<file path="config.mk">
export PLATFORM = sky130hd
export DESIGN_NAME = vc_phase_sched
export DESIGN_NICKNAME = d
export VERILOG_FILES = /design/src/rtl/vc_phase_sched.sv
export SDC_FILE = /design/constraint.sdc
export NUM_CORES = 1
export LEC_CHECK = 0
export ABC_AREA = 1
export BUFFER_PORTS_ARGS = -buffer_cell sky130_fd_sc_hd__buf_2
export CAP_MARGIN = 20
export CORE_UTILIZATION = 48
export CTS_BUF_LIST = sky130_fd_sc_hd__clkbuf_16
export CTS_CLUSTER_DIAMETER = 150
export CTS_CLUSTER_SIZE = 28
export DETAILED_ROUTE_END_ITERATION = 12
export PLACE_DENSITY_LB_ADDON = 0.2
export SETUP_SLACK_MARGIN = 0.2
export SLEW_MARGIN = 10
export SYNTH_ARGS = -nofsm -noshare
export SYNTH_HDL_FRONTEND = slang
export SYNTH_SLANG_ARGS = --single-unit
export TNS_END_PERCENT = 100
</file>
<file path="constraint.sdc">
create_clock -name clk -period 1.85 [get_ports clk]
set_input_delay 0.37 -clock clk [delete_from_list [all_inputs] [get_ports clk]]
set_output_delay 0.37 -clock clk [all_outputs]
set_load 0.01 [all_outputs]
</file>
<file path="src/rtl/vc_phase_sched.sv">
// vc_phase_sched
//   Global virtual-channel phase generator shared by every router in one
//   clock domain. NUM_VC phases of PHASE_LEN cycles each rotate in order.
//   Disabled VCs (vc_en bit low) are skipped. hold freezes the rotation and
//   sync realigns it to the first enabled VC.
//
// Ports
//   clk          in   rising-edge clock
//   reset        in   synchronous, active-high
//   hold         in   freeze cycle counter, phase and epoch
//   sync         in   realign to the first enabled VC with count 0
//   vc_en        in   [NUM_VC] VC enable mask
//   phase        out  [PW] current phase index (registered)
//   phase_oh     out  [NUM_VC] one-hot of phase, zero when !phase_valid
//   polarity     out  phase[0], the legacy even/odd output
//   phase_valid  out  phase names an enabled VC (registered)
//   phase_start  out  single-cycle pulse on the first cycle of a new phase
//   phase_last   out  last cycle of the phase and not held (combinational)
//   epoch        out  [EPOCH_W] completed rotations, wraps
//
// Edge priority: reset > sync > mask fix-up > hold > normal count.
module vc_phase_sched #(
  parameter int NUM_VC    = 2,
  parameter int PHASE_LEN = 1,
  parameter int EPOCH_W   = 8,
  localparam int PW = (NUM_VC    > 1) ? $clog2(NUM_VC)    : 1,
  localparam int CW = (PHASE_LEN > 1) ? $clog2(PHASE_LEN) : 1
) (
  input  logic               clk,
  input  logic               reset,
  input  logic               hold,
  input  logic               sync,
  input  logic [NUM_VC-1:0]  vc_en,
  output logic [PW-1:0]      phase,
  output logic [NUM_VC-1:0]  phase_oh,
  output logic               polarity,
  output logic               phase_valid,
  output logic               phase_start,
  output logic               phase_last,
  output logic [EPOCH_W-1:0] epoch
);

  localparam logic [CW-1:0] CNT_LAST = CW'(PHASE_LEN - 1);

  logic [PW-1:0]      phase_q;
  logic [CW-1:0]      cnt_q;
  logic [EPOCH_W-1:0] epoch_q;
  logic               valid_q;
  logic               start_q;

  logic                any_en;
  logic                cur_en;
  logic [PW-1:0]       nxt_phase;
  logic [PW-1:0]       first_phase;
  logic                wrap;
  logic [NUM_VC-1:0]   cur_sh;
  logic [2*NUM_VC-1:0] rot_sh;
  int                  nxt_idx;

  // Offset of the lowest set bit of v (NUM_VC when v is zero).
  function automatic int lowest(input logic [NUM_VC-1:0] v);
    int                d;
    logic [NUM_VC-1:0] t;
    logic              found;
    d     = 0;
    t     = v;
    found = 1'b0;
    for (int k = 0; k < NUM_VC; k++) begin
      if (!found) begin
        if (t[0]) found = 1'b1;
        else      d = d + 1;
      end
      t = t >> 1;
    end
    return d;
  endfunction

  always_comb begin
    any_en  = |vc_en;
    cur_sh  = vc_en >> phase_q;
    cur_en  = cur_sh[0];
    // Circular search starting just after the current phase: shifting a
    // doubled copy of the mask puts index phase+1 at bit 0, so the lowest set
    // bit gives the distance to the next enabled VC. Distance NUM_VC-1 lands
    // back on phase itself when it is the only enabled VC.
    rot_sh  = {vc_en, vc_en} >> (int'(phase_q) + 1);
    nxt_idx = int'(phase_q) + 1 + lowest(rot_sh[NUM_VC-1:0]);
    if (nxt_idx >= NUM_VC) nxt_idx = nxt_idx - NUM_VC;
    nxt_phase   = PW'(nxt_idx);
    first_phase = PW'(lowest(vc_en));
    // A move to an index not above the old one completed a rotation.
    wrap        = (nxt_phase <= phase_q);
  end

  always_ff @(posedge clk) begin
    if (reset) begin
      phase_q <= '0;
      cnt_q   <= '0;
      epoch_q <= '0;
      valid_q <= 1'b0;
      start_q <= 1'b0;
    end else if (sync) begin
      cnt_q <= '0;
      if (any_en) begin
        phase_q <= first_phase;
        valid_q <= 1'b1;
        start_q <= 1'b1;
      end else begin
        phase_q <= '0;
        valid_q <= 1'b0;
        start_q <= 1'b0;
      end
    end else if (!any_en) begin
      // Nothing to own a phase: freeze and report invalid.
      valid_q <= 1'b0;
      start_q <= 1'b0;
    end else if (!cur_en) begin
      // Current VC was disabled: hand the phase on immediately, even mid-phase.
      phase_q <= nxt_phase;
      cnt_q   <= '0;
      valid_q <= 1'b1;
      start_q <= 1'b1;
      if (wrap) epoch_q <= epoch_q + EPOCH_W'(1);
    end else if (hold) begin
      valid_q <= 1'b1;
      start_q <= 1'b0;
    end else if (cnt_q == CNT_LAST) begin
      phase_q <= nxt_phase;
      cnt_q   <= '0;
      valid_q <= 1'b1;
      start_q <= 1'b1;
      if (wrap) epoch_q <= epoch_q + EPOCH_W'(1);
    end else begin
      cnt_q   <= cnt_q + CW'(1);
      valid_q <= 1'b1;
      start_q <= 1'b0;
    end
  end

  assign phase       = phase_q;
  assign phase_oh    = valid_q ? (NUM_VC'(1) << phase_q) : '0;
  assign polarity    = phase_q[0];
  assign phase_valid = valid_q;
  assign phase_start = start_q;
  assign phase_last  = (cnt_q == CNT_LAST) && valid_q && !hold;
  assign epoch       = epoch_q;

endmodule

</file>
After elaboration in Yosys (flattened, before gate mapping):

Index checks and enable logic that the tools add are counted.

* $add $sub $neg: 7
* magnitude comparators: 2
* equal/unequal tests: 4
* shift operators: 3
* multiplexer cells: 29
* bitwise logic cells: 2
* reductions and logical operators: 9

Operators with widths (number)
* adder 3 x 32 -> 32 bit: 1
* greater-or-equal comparator 32 x 3 -> 1 bit, second input constant: 1
* 2-to-1 mux 32 bit: 1
* 2-to-1 mux 8 bit: 4
* right shift 4 x 32 -> 2 bit: 1
* 2-to-1 mux 1 bit: 22
* adder 8 x 1 -> 8 bit, second input constant: 1
* inequality test 3 bit, second input constant: 2
* adder 1 x 1 -> 2 bit, second input constant: 2
* 2-to-1 mux 2 bit: 2
* inequality test 2 bit, second input constant: 2
* AND reduction 4 bit: 1
* OR reduction 2 bit: 2
* AND reduction 3 bit: 1
* adder 1 bit, second input constant: 2
* logical AND 1 bit: 2
* NOT 1 bit: 2
* AND reduction 2 bit: 1
* nonzero test 2 bit: 1
* left shift 1 x 1 -> 2 bit, first input constant: 1
* right shift 2 x 1 -> 1 bit: 1
* less-or-equal comparator 1 bit: 1
* logical NOT 1 bit: 1
* subtractor 1 bit, second input constant: 1

* bits in registers: 12
* output and inout bits: 15
* word-level logic and storage cells: 61

Depth between registers and ports, before layout:

* word-level depth: 14
* gate-level depth with buffers: 12
* depth with buffers taken out: 12

Least setup slack after synthesis:

Ideal clock, no wire load.

* path kind: register -> register
* start point: reg phase_q (netlist: phase)
* end point: reg epoch_q[6] (netlist: epoch[6])
* setup time: 0.114 ns
* arrival time: 1.507 ns
* data required time: 1.736 ns
* path slack: 0.229 ns
* stages on the path, launching flop included: 13
* path buffers: 0
* period minus slack after synthesis: 1.621 ns
* cell sequence: dfxtp_1 inv_2 o21ai_0 nand2_1 ha_1 inv_1 nand3_1 nor2_1 nand2_1 nor2_2 nand2_1 nand2_1 nor2_2

* word-level cells in the longest chain between the ends: 14
* elaborated cells on any way between the ends: 20
* those cells by class: add/sub (4); order compare (2); eq/ne (2); shift (2); mux (9); reduce/logical (1)

Ends and longest elaborated chain
* start, declared: RTL line 45 `logic [PW-1:0] phase_q;`
* start signal, assigned: RTL line 105 `phase_q <= first_phase;`
* start signal, assigned: RTL line 119 `phase_q <= nxt_phase;`
* start signal, assigned: RTL line 128 `phase_q <= nxt_phase;`
* adder 1 x 1 -> 2 bit: RTL line 86, 87
* right shift 4 x 32 -> 2 bit: RTL line 86 `rot_sh = {vc_en, vc_en} >> (int'(phase_q) + 1);`
* 2-to-1 mux 1 bit: RTL line 70 `if (t[0]) found = 1'b1;`
* adder 1 x 1 -> 2 bit: RTL line 71 `else d = d + 1;`
* 2-to-1 mux 2 bit: RTL line 70
* 2-to-1 mux 32 bit: RTL line 69 `if (!found) begin`
* adder 3 x 32 -> 32 bit: RTL line 87 `nxt_idx = int'(phase_q) + 1 + lowest(rot_sh[NUM_VC-1:0]);`
* greater-or-equal comparator 32 x 3 -> 1 bit / subtractor 1 bit (equally long branches): RTL line 88 `if (nxt_idx >= NUM_VC) nxt_idx = nxt_idx - NUM_VC;`
* 2-to-1 mux 1 bit: RTL line 88
* less-or-equal comparator 1 bit: RTL line 92 `wrap = (nxt_phase <= phase_q);`
* 2-to-1 mux 8 bit (3 in a row)
* 2-to-1 mux 8 bit: RTL line 117 `end else if (!cur_en) begin`
* end signal, assigned: RTL line 123 `if (wrap) epoch_q <= epoch_q + EPOCH_W'(1);`
* end signal, assigned: RTL line 132 `if (wrap) epoch_q <= epoch_q + EPOCH_W'(1);`
* end, declared: RTL line 47 `logic [EPOCH_W-1:0] epoch_q;`

Parallel ways exist; a longest one is shown, timed or not. The select of a mux whose other input is x is not followed.
A chain may end at the register's enable or synchronous reset.

Final worst setup path:

Same ends and word-level chain as after synthesis.

==> impl_metrics.json <==
{
  "outcome": "completed",
  "ios": 21,
  "final_area_um2": 892,
  "cp_data_arrival_time_ns": 1.62,
  "grt_pass1_vias": 517,
  "drtAntennaViolNets": 0,
  "dp_slack_ns": 0.123,
  "synthesis.nets": 108,
  "wl_um": 1350,
  "yosys.area.top_type": "dfxtp_1",
  "cts_tree": "done",
  "p_per_area_mw_per_mm2": 867,
  "antenna_found_initial": 0,
  "reg2reg_depth": 12,
  "netlist_instances": 100,
  "fp.coreArea_mm2": 0.00130,
  "critPathRequiredTime_ns": 1.98,
  "ir_drop_mv": 0.878,
  "start_util": 0.515,
  "yosys_most_used_dff": "dfxtp_1",
  "hold_ws_ns": 0.320,
  "rsz0062_at_grt": "no",
  "grt_pass1_wl_um": 2040,
  "synth_edf_count": 0,
  "port_buffers": 20,
  "num_rows": 13,
  "synth.most_common_cell": "nand2_1",
  "synth_area_per_cell_um2": 6.71,
  "via_per_inst": 4.82,
  "diodes": 0,
  "drive_gt1_frac": 0.357,
  "synth_area_um2": 671,
  "worstHoldPathType": "input pin to flop",
  "crit_fanout": 3,
  "worstSetupEndpointType": "flop",
  "drc": 0,
  "cts_buffers": 3,
  "firstDrtPassIters": 5,
  "p_leak_nw": 0.470,
  "place_inst": 136,
  "endpoint": "epoch[6]",
  "drt_iter0_drc": 10,
  "nets": 135,
  "ys_ff_latch": 11,
  "maxCapViolCount": 0,
  "gp_congestion": 0.720,
  "cts_buffer_depth": 2,
  "clock_latency_ns": 0.23,
  "dieArea_mm2": 0.00155,
  "grt-ovfl-total": 0,
  "layout.cells.non_filler": 141,
  "relSlewSlack": 0.820,
  "r2r_end": "epoch[6]",
  "grtUsageTotal": 0.200,
  "via_count": 680,
  "synthArstFlopShare": 0,
  "cts_sinks": 11,
  "synth_top_cells_by_area": "dfxtp_1 (33%), nand2_1 (13%), nor2_1 (11%), inv_1 (8.4%), nor2_2 (7.5%)",
  "timing.final.hold_violations": 0,
  "die_w_um": 39.4,
  "grt_max_degree": 9,
  "setup_violations": 0,
  "r2r_setup_slack_ns": 0.36,
  "finalSetupTns_ns": 0,
  "max_freq_ghz": 0.669,
  "synthTopCellsByCount": "nand2_1 (24), nor2_1 (19), inv_1 (15)",
  "synth_cell_types": 18,
  "finalMaxSlewViolations": 0,
  "wl_per_cell_um": 9.54,
  "fill_cells": 118,
  "finalCritPeriodShare": 0.808,
  "worstMarginPinSlew_ns": 0.269,
  "ys_seq_area_frac": 0.328,
  "clk_transition_reported_paths_ns": 0.04,
  "placed_cell_area_um2": 797,
  "r2r-start": "phase",
  "startpoint_type": "flop",
  "synth_top_cell_area_share": 0.328,
  "place_hpwl_um": 995,
  "htreeDepth": 1,
  "p_total_mw": 0.773,
  "skew_ns": 0.000830,
  "crit_path_start": "phase",
  "setup_slack_ns": 0.356,
  "syn2layout_area_growth_pct": 33.0,
  "crit_type": "flop to flop",
  "die_h_um": 39.4,
  "cts_root_buffer": "clkbuf_16",
  "post-route-util": 0.686,
  "yosys_warnings": 0,
  "min_period_ns": 1.49
}
-- state kept, by name (all words and copies together), names as in the netlist --
register and count:
epoch 8, phase 1, phase_start 1, phase_valid 1
-- placed cells by master (no fill, tap or decap) --
master and n:
nand2_1 24, buf_2 20, nor2_1 18, inv_1 15, dfxtp_1 10, nor2_2 9
nand3_1 4, nand4_1 3, clkbuf_16 3, buf_4 3, inv_2 2, o21ai_0 2
nand3_4 2, ha_1 2, o21ai_1 1, nand2_4 1, nand2_2 1, nand3_2 1
and2_1 1, nand4_2 1, o21bai_2 1, a21oi_1 1, dfxtp_2 1
-- kinds of logic after synthesis --
group,count (synthesis),share of synthesized area
fa+ha+maj,2,0.0373
buf+inv,17,0.101
simple gates,65,0.487
flops,11,0.328
compound gates,5,0.0466
-- layout make-up --
type,instances,area (um2),share of cell area
inverter,16,60.1,0.0673
sequential,11,221,0.248
clock buffer,3,75.1,0.0842
tap,15,18.8,0.0210
clock inverter,1,3.75,0.00421
timing repair buffer,23,123,0.137
multi-input combinational,72,390,0.438
-- critical path: stages, from the launching register on --
cell and delay, ns:
dfxtp_2 0.34, inv_2 0.06, o21ai_0 0.07, nand2_1 0.07
ha_1 0.20, inv_2 0.07, nand3_2 0.08, nor2_2 0.14
nand2_1 0.08, nor2_2 0.11, nand2_1 0.06, nand2_1 0.07
nor2_2 0.03
-- metal layers --
| metal | GRT usage | vias to the layer above | routed length [um] |
|---|---|---|---|
| li1 | - | 359 | - |
| met1 | 0.226 | 297 | 615 |
| met2 | 0.333 | 22 | 636 |
| met3 | 0.0909 | 2 | 86 |
| met4 | 0.0603 | 0 | 6 |
| met5 | 0 | - | 0 |
-- worst min-delay path by stage --
stage / slack, ns / startpoint / cells after the start / endpoint
2_1_floorplan: 0.44 / reset / 1 / phase
3_3_place_gp: 0.50 / epoch[7] / 2 / epoch[7]
3_5_place_dp: 0.51 / epoch[7] / 2 / epoch[7]
4_1_cts: 0.32 / reset / 2 / phase
5_1_grt: 0.32 / reset / 2 / phase
6_report: 0.32 / reset / 2 / phase
-- what timing repair did --
item | in CTS | in global routing
hold buffers | 0 | 0
setup buffers | 0 | 1
endpoints found under the setup margin | 0 | 5
gates resized for setup | 0 | 5
hold endpoints to repair | 0 | 0
-- where the power goes --
group	switching, mW	leakage (nW)	total [mW]	internal, mW
registers	0.0110	0.0902	0.262	0.251
clock network	0.0959	0.0423	0.379	0.283
logic	0.0796	0.338	0.133	0.0536
Note: power is estimated with default switching activity, not from simulation.
